===== src/rtl/ofm_bram_arbiter.sv =====
// ofm_bram_arbiter: shares one read-first BRAM port between the output
// feature packer (writes) and the host/DMA readback path (reads).
// Arbitration is write-first from idle and is bounded by BURST consecutive
// grants while the other side waits. Read data returns RD_LAT cycles after
// the read grant.
module ofm_bram_arbiter #(
  parameter int BRAM_DATA_WIDTH    = 32,
  parameter int BRAM_ADDRESS_WIDTH = 16,
  parameter int BURST              = 4,
  parameter int RD_LAT             = 1
) (
  input  logic                          clk,
  input  logic                          rst,
  input  logic                          wr_req,
  input  logic [BRAM_ADDRESS_WIDTH-1:0] wr_addr,
  input  logic [BRAM_DATA_WIDTH-1:0]    wr_data,
  output logic                          wr_gnt,
  input  logic                          rd_req,
  input  logic [BRAM_ADDRESS_WIDTH-1:0] rd_addr,
  output logic                          rd_gnt,
  output logic [BRAM_DATA_WIDTH-1:0]    rd_data,
  output logic                          rd_vld,
  output logic                          bram_en,
  output logic                          bram_we,
  output logic [BRAM_ADDRESS_WIDTH-1:0] bram_addr,
  output logic [BRAM_DATA_WIDTH-1:0]    bram_wdata,
  input  logic [BRAM_DATA_WIDTH-1:0]    bram_rdata,
  output logic                          busy
);

  localparam int CW = $clog2(BURST) + 1;
  localparam logic [CW-1:0] BURST_C = CW'(BURST);

  typedef enum logic [1:0] {
    IDLE = 2'd0,
    WR   = 2'd1,
    RD   = 2'd2
  } state_t;

  state_t                     state;
  logic [CW-1:0]              burst_cnt;
  logic [RD_LAT-1:0]          vld_sr;
  logic [BRAM_DATA_WIDTH-1:0] rd_hold;
  logic [CW-1:0]              burst_inc;

  // Saturating increment used when the same owner is granted again.
  assign burst_inc = (burst_cnt == BURST_C) ? BURST_C : (burst_cnt + CW'(1));

  // Grant decision: owner keeps the port until it drops or exhausts its burst
  // while the other side is waiting; reset masks every grant.
  always_comb begin
    wr_gnt = 1'b0;
    rd_gnt = 1'b0;
    if (rst) begin
      wr_gnt = 1'b0;
      rd_gnt = 1'b0;
    end else begin
      case (state)
        IDLE: begin
          if (wr_req) begin
            wr_gnt = 1'b1;
          end else if (rd_req) begin
            rd_gnt = 1'b1;
          end else begin
            wr_gnt = 1'b0;
          end
        end
        WR: begin
          if (wr_req && (!rd_req || (burst_cnt < BURST_C))) begin
            wr_gnt = 1'b1;
          end else if (rd_req) begin
            rd_gnt = 1'b1;
          end else begin
            wr_gnt = 1'b0;
          end
        end
        RD: begin
          if (rd_req && (!wr_req || (burst_cnt < BURST_C))) begin
            rd_gnt = 1'b1;
          end else if (wr_req) begin
            wr_gnt = 1'b1;
          end else begin
            rd_gnt = 1'b0;
          end
        end
        default: begin
          wr_gnt = 1'b0;
          rd_gnt = 1'b0;
        end
      endcase
    end
  end

  // BRAM port drive follows the grant in the same cycle; idle port is zeroed.
  always_comb begin
    bram_en    = 1'b0;
    bram_we    = 1'b0;
    bram_addr  = '0;
    bram_wdata = '0;
    if (wr_gnt) begin
      bram_en    = 1'b1;
      bram_we    = 1'b1;
      bram_addr  = wr_addr;
      bram_wdata = wr_data;
    end else if (rd_gnt) begin
      bram_en    = 1'b1;
      bram_addr  = rd_addr;
    end else begin
      bram_en    = 1'b0;
    end
  end

  // Ownership state and burst counter track who received this cycle's grant.
  always_ff @(posedge clk or posedge rst) begin
    if (rst) begin
      state     <= IDLE;
      burst_cnt <= '0;
    end else if (wr_gnt) begin
      state     <= WR;
      burst_cnt <= (state == WR) ? burst_inc : CW'(1);
    end else if (rd_gnt) begin
      state     <= RD;
      burst_cnt <= (state == RD) ? burst_inc : CW'(1);
    end else begin
      state     <= IDLE;
      burst_cnt <= '0;
    end
  end

  // Read-valid pipeline matching the BRAM read latency; reset drops in-flight reads.
  always_ff @(posedge clk or posedge rst) begin
    if (rst) begin
      vld_sr <= '0;
    end else begin
      vld_sr[0] <= rd_gnt;
      for (int i = 1; i < RD_LAT; i++) begin
        vld_sr[i] <= vld_sr[i-1];
      end
    end
  end

  // Keep the last returned word so rd_data stays stable between valid pulses.
  always_ff @(posedge clk or posedge rst) begin
    if (rst) begin
      rd_hold <= '0;
    end else if (rd_vld) begin
      rd_hold <= bram_rdata;
    end else begin
      rd_hold <= rd_hold;
    end
  end

  // The valid word is taken straight from the BRAM in its return cycle; the
  // read-first port keeps it intact even if a write is issued that cycle.
  assign rd_vld  = vld_sr[RD_LAT-1];
  assign rd_data = rd_vld ? bram_rdata : rd_hold;
  assign busy    = (state != IDLE) || (|vld_sr);

endmodule


===== config.mk =====
export PLATFORM = sky130hd
export DESIGN_NAME = ofm_bram_arbiter
export DESIGN_NICKNAME = d
export VERILOG_FILES = /design/src/rtl/ofm_bram_arbiter.sv
export SDC_FILE = /design/constraint.sdc
export NUM_CORES = 1
export LEC_CHECK = 0
export BUFFER_PORTS_ARGS = -buffer_cell sky130_fd_sc_hd__buf_2
export CORE_MARGIN = 2
export CORE_UTILIZATION = 40
export CTS_BUF_LIST = sky130_fd_sc_hd__clkbuf_8
export DETAILED_ROUTE_END_ITERATION = 12
export PLACE_DENSITY = 0.91
export SLEW_MARGIN = 10
export SYNTH_ARGS = -nofsm -noshare
export SYNTH_HDL_FRONTEND = slang
export SYNTH_SLANG_ARGS = --single-unit

===== constraint.sdc =====
create_clock -name clk -period 3.95 [get_ports clk]
set_clock_uncertainty 0.05 [all_clocks]
set_input_delay 0.395 -clock clk [delete_from_list [all_inputs] [get_ports clk]]
set_output_delay 0.395 -clock clk [all_outputs]
set_load 0.05 [all_outputs]

==> run summary, run 1 <==
Count of cell types in the netlist: 24
Final Util: 0.636
Post-synth top area share: 0.499
Num rows: 25
Final Max Slew Viols: 0
Area grow syn2layout: 55.6%
Wirelength per Cell: 14.1 µm
Synthesized net count: 259
Critical path's slowest cell: a21oi_4
Via count: 1,901
RSZ-0062 raised after global routing: no
Starting density of the core: 0.409
Antenna Violating Nets Remaining: 0
Status: finished clean
Final nets: 442
TritonCTS Buffers: 5
Max stage delay on crit path: 0.78 ns
# IOs: 186
WP buf/inv: 3
Multi-input gate area: 882 µm²
Die extent in y: 73.0 µm
Sequential cell area: 951 µm²
Drt initial violations: 70
Worst skew pair latency: 0.28 ns
Clk root buf: clkbuf_8
Routed vias/inst: 4.81
Sw frac: 0.444
Final Cycle Share: 0.799
Port bufs: 185
Total track usage: 0.193
Most frequent cells in the layout: 185 x buf_2, 38 x dfrtp_1, 32 x and2_1, 32 x mux2_2, 16 x a22o_1
Int Pwr: 774 µW
Remaining Overflow, GRT: 0
Hold Slack: 0.305 ns
Width of the die: 73.0 µm
Sequential fraction of the synthesis area: 0.499
Net Switching: 619 µW
FF+latch count, synth: 38
Crit end category: primary output
Leading cell type in the layout, fill and taps excluded: buf_2
CP arrival: 2.71 ns
Worst-margin pin slew: 1.02 ns
P_leak: 0.00169 µW
Synth area leaders: dfrtp_1 50%, mux2_2 19%, and2_1 11%, a22o_1 7.4%, o211a_1 1.6%
Max Cap Viol: 0
CTS tree: built
Crit path max fanout: 53
Crit Path Class: in -> out
Slew margin rel.: 0.320
HP Class: in -> reg
Worst path required time: 3.50 ns
# clock sinks: 38
CP dominant cell by count: buf_2
Clock Power Share: 0.197
WL final: 5580 µm
P per Cell Area: 470 nW/µm²
Gate power share: 0.460
Largest net degree at the start of global routing: 54
Initial antenna violation count: 0
# hold bufs at CTS: 1
CP cell instances: dlygate4sd3_1, buf_2, a21oi_1, nand2_1, a21oi_4, a22o_1, buf_2
F_max: 0.317 GHz
DR pass1 iterations: 4
Die area: 5330 µm²
Clk buf depth: 2
First-pass GRT wire length: 7970 µm
Hpwl dp: 4460 µm
Peak VDD IR: 0.277 mV
Share of cells above drive strength 1: 0.674
Gpl congestion: 0.906
Total setup buffers inserted after CTS: 0
Tmin final: 3.16 ns
Setup TNS: 0 ns
ANT cells: 0
Filler cells: 381
Mean post-synth cell area: 12.1 µm²
Sequential share of power: 0.343
# setup viols final: 0
Post_cts resized: 0
Fin. Hold Viols: 0
Via count of the first global-routing pass: 1,718
Startpoint types: input port
Clock-pin transition on the worst setup and hold timing paths: 0.08 ns
Netlist Area Pre-Place: 1910 µm²
Core area: 4660 µm²
Yosys warns: 0
H-tree levels: 2
Number of remaining DRC errors: 0
Post-synth top area cell: dfrtp_1
Post-Synthesis Cells: 157
Critical path's top delay family: compound AO/OA/AOI/OAI gates
[kinds of logic (layout without fill, tap and decap cells)]
family,count (synthesis),after routing,share of synthesized area
flip-flops,38,38,0.499
multiplexers,33,33,0.197
AO/OA/AOI/OAI,26,26,0.116
adder cells (fa/ha/maj),2,2,0.0131
AND/OR/NAND/NOR,41,41,0.133
buffers and inverters,17,201,0.0420
[path summary, 6_finish.rpt]
path                           startpoint            end  slack, ns  cells past startpoint
min reg2reg                    rd_hold[4]     rd_hold[4]       0.44                      1
min in group asynchronous             rst   burst_cnt[2]       0.49                      3
max                                   rst  bram_addr[14]       0.79                      7
max reg2reg                  burst_cnt[2]   burst_cnt[0]       1.94                      3
min                        bram_rdata[19]    rd_hold[19]       0.31                      2
max in group asynchronous             rst     rd_hold[5]       2.69                      4
[synthesized netlist by cell type]
library cell / count
dfrtp_1: 38
and2_1: 32
mux2_2: 32
a22o_1: 16
clkbuf_1: 6
inv_1: 5
buf_2: 4
a21oi_1: 3
nand2_1: 3
o211a_1: 3
ha_1: 2
a211o_1: 1
a21oi_2: 1
and3_1: 1
buf_4: 1
buf_6: 1
mux2_4: 1
nand2b_1: 1
nand3b_1: 1
nand4b_1: 1
o31a_1: 1
o32a_1: 1
or2_2: 1
or3_1: 1
[stage by stage]
stage	instances	power, µW	area, µm²	setup WS, ns
after detailed placement	386	1130	2860	1.36
after CTS	395	1410	2970	0.813
after global placement	386	1120	2860	1.44
after floorplan	157	974	1910	1.72
final	395	1390	2970	0.792
after global routing	395	1460	2970	0.615
[cell type report]
cell class                      count  area share
Clock buffer                        6      0.0278
Clock inverter                      2     0.00422
Inverter                            5     0.00633
Multi-Input combinational cell    102       0.297
Sequential cell                    38       0.321
Tap cell                           54      0.0228
Timing Repair Buffer              188       0.321
[worst reg2reg max path, cell delays in order, from the launching register on]
cell and delay [ns]:
dfrtp_1 0.48, mux2_4 0.36, a21oi_4 0.80, o32a_1 0.26
[flip-flops by register name (all words and copies together) (netlist names)]
name,flops
rd_vld,1
burst_cnt,3
state,2
rd_hold,32
[per-layer routing]
metal | vias up | track usage | part of all wire
li1 | 912 | - | -
met1 | 879 | 0.248 | 0.41
met2 | 105 | 0.318 | 0.49
met3 | 5 | 0.0608 | 0.089
met4 | 0 | 0.0432 | 0.0070
met5 | - | 0 | 0
[power groups by stage]
| stage | Clock (µW) | Sequential (µW) | Combinational, µW |
|---|---|---|---|
| after floorplan | 0 | 480 | 494 |
| after global placement | 0 | 482 | 636 |
| after detailed placement | 0 | 487 | 643 |
| after CTS | 286 | 479 | 645 |
| after global routing | 302 | 486 | 673 |
| final | 275 | 478 | 641 |
No activity file was read; power rests on OpenSTA's default activity.
==> run 2, diff against run 1 <==
- ABC_AREA: not set -> 1
- PLACE_DENSITY: 0.91 -> 0.86
- clock period: 3.95 -> 3 ns (I/O delays scaled with it)
==> run summary, run 2 <==
Area grow syn2layout: 43.8%
H-tree levels: 2 (unchanged)
Clk root buf: clkbuf_8
DR pass1 iterations: 4 (unchanged)
RSZ-0062 raised after global routing: no
Slew margin rel.: 0.351 (+0.0316)
Mean post-synth cell area: 7.16 µm² (-41%)
Gate power share: 0.473 (+0.013)
Status: finished clean
Port bufs: 185 (unchanged)
Hold Slack: 0.184 ns (-0.121 ns)
Final nets: 592 (+34%)
Startpoint types: input port
Die area: 6200 µm² (+16%)
Yosys warns: 0 (unchanged)
Sequential share of power: 0.339 (-0.004)
Synthesized net count: 414 (+60%)
Tmin final: 2.61 ns
Wirelength per Cell: 11.2 µm (-21%)
Max Cap Viol: 0 (unchanged)
Total track usage: 0.193 (-0.000491)
FF+latch count, synth: 38 (unchanged)
Non-Filler Instances: 563 (+43%)
CP dominant cell by count: buf_2
Via count: 2,520 (+33%)
ANT cells: 0 (unchanged)
Number of remaining DRC errors: 0 (unchanged)
Netlist Area Pre-Place: 2230 µm² (+17%)
Max stage delay on crit path: 0.54 ns (-0.24 ns)
Starting density of the core: 0.411 (+0.00177)
Worst path required time: 2.65 ns (-0.85 ns)
Drt initial violations: 140 (+100%)
Most frequent cells in the layout: 185 x buf_2, 127 x nand2_1, 43 x inv_1
F_max: 0.383 GHz
Final Max Slew Viols: 0 (unchanged)
Crit path max fanout: 34 (-36%)
WL final: 6310 µm (+13%)
Post-synth top area share: 0.426 (-0.0732)
CP cell instances: dlygate4sd3_1, buf_2, inv_2, nand3_4, inv_1, buf_2
Share of cells above drive strength 1: 0.432 (-0.243)
Net Switching: 880 µW (+42%)
HP Class: in -> reg
# clock sinks: 38 (unchanged)
TritonCTS Buffers: 5 (unchanged)
Sequential fraction of the synthesis area: 0.426 (-0.0732)
Initial antenna violation count: 0 (unchanged)
Width of the die: 78.7 µm (+7.8%)
# IOs: 186 (unchanged)
Int Pwr: 987 µW (+27%)
Leading cell type in the layout, fill and taps excluded: buf_2
Max reg flops: 32 (unchanged)
Crit end category: primary output
Die extent in y: 78.7 µm (+7.8%)
Sw frac: 0.471 (+0.0270)
Post-synth top area cell: dfrtp_1
Gpl congestion: 0.817 (-9.8%)
Worst skew pair latency: 0.27 ns (about the same)
Top cells by count, synth: 127 x nand2_1, 44 x inv_1, 38 x dfrtp_1
Peak VDD IR: 0.346 mV (+25%)
Setup TNS: 0 ns (unchanged)
Crit Path Class: in -> out
Remaining Overflow, GRT: 0 (unchanged)
Overall power: 1870 µW (+34%)
Clk buf depth: 2 (unchanged)
# setup viols final: 0 (unchanged)
P per Cell Area: 581 nW/µm² (+24%)
EDFF count, synth: 0 (unchanged)
Most common cell in the netlist: nand2_1
Ys flop type: dfrtp_1
Largest registers: rd_hold x32, burst_cnt x3, state x2
Post-Synthesis Cells: 312 (+99%)
Critical path's slowest cell: dlygate4sd3_1
Hpwl dp: 5010 µm (+12%)
First-pass GRT wire length: 9780 µm (+23%)
Clock-pin transition on the worst setup and hold timing paths: 0.08 ns (about the same)
P_leak: 0.00214 µW (+27%)
Num rows: 27 (+8.0%)
Core area: 5440 µm² (+17%)
CTS tree: built
Antenna Violating Nets Remaining: 0 (unchanged)
Ys async rst share: 1.00 (unchanged)
Via count of the first global-routing pass: 2,348 (+37%)
Largest net degree at the start of global routing: 35 (-35%)
Worst-margin pin slew: 0.972 ns (-0.0462 ns)
Filler cells: 498 (+31%)
Synth area leaders: dfrtp_1 43%, nand2_1 21%, inv_1 7.4%, nand4_1 5.3%, nand3_1 4.3%
Routed vias/inst: 4.48 (-7.0%)
Top reg by flops: rd_hold
CP arrival: 2.26 ns (-0.45 ns)
Dpl cells: 554 (+44%)
Count of cell types in the netlist: 17 (-29%)
Fin. Hold Viols: 0 (unchanged)
Final Cycle Share: 0.870
Clock Power Share: 0.187 (-0.010)
run 2: stage by stage:
stage          cell area, µm²   util  setup slack (ns)
2_1_floorplan            2230      -              1.02
3_3_place_gp             3110  0.571             0.985
3_5_place_dp             3110  0.571             0.926
4_1_cts                  3210  0.591             0.394
5_1_grt                  3210  0.591             0.237
6_report                 3210  0.591             0.390
run 2: worst paths after layout:
path,from,endpoint,slack [ns],depth (start not counted)
worst max-delay path,rst,wr_gnt,0.39,6
worst min-delay path,bram_rdata[13],rd_hold[13],0.18,3
worst max register to register,burst_cnt[2],state[0],1.42,5
worst min register to register,rd_hold[3],rd_hold[3],0.41,2
max in group asynchronous,rst,rd_hold[2],1.59,4
min in group asynchronous,rst,state[0],0.57,3
run 2: area by class of cell:
class                      instances  area, µm²  share of cell area
clock buffer                       6       82.6              0.0257
timing repair buffer             190        966               0.301
tap                               72       90.1              0.0280
clock inverter                     2       12.5             0.00390
inverter                          44        165              0.0514
multi-input combinational        211        945               0.294
sequential                        38        951               0.296
run 2: power by group through the flow:
stage	clock [µW]	sequential [µW]	combinational (µW)
6_report	350	634	883
3_3_place_gp	0	638	877
3_5_place_dp	0	643	887
4_1_cts	366	633	889
5_1_grt	392	642	940
2_1_floorplan	0	638	673
run 2: worst max-delay path, delay by kind of cell:
kind | cells | cell delay, ns
buffers and inverters | 5 | 1.55
and+or+nand+nor | 1 | 0.40
run 2: cell families (layout without fill, tap and decap cells):
logic type               count (synthesis)  in the layout  share of synthesized area
buffers and inverters                   63            242                      0.151
adder cells (fa/ha/maj)                  2              2                     0.0112
AO/OA/AOI/OAI                            6              6                     0.0134
AND/OR/NAND/NOR                        203            203                      0.398
flip-flops                              38             38                      0.426
run 2: layer usage:
layer  share of wire  track usage  up-vias
li1                -            -     1299
met1            0.41        0.224     1142
met2            0.53        0.369       75
met3           0.049       0.0284        4
met4          0.0081       0.0456        0
met5               0            0        -
run 2: timing repair:
action                    CTS  global route
hold buffers                1             0
hold endpoints to repair    2             0
gates resized for setup     0             0
setup buffers               0             0
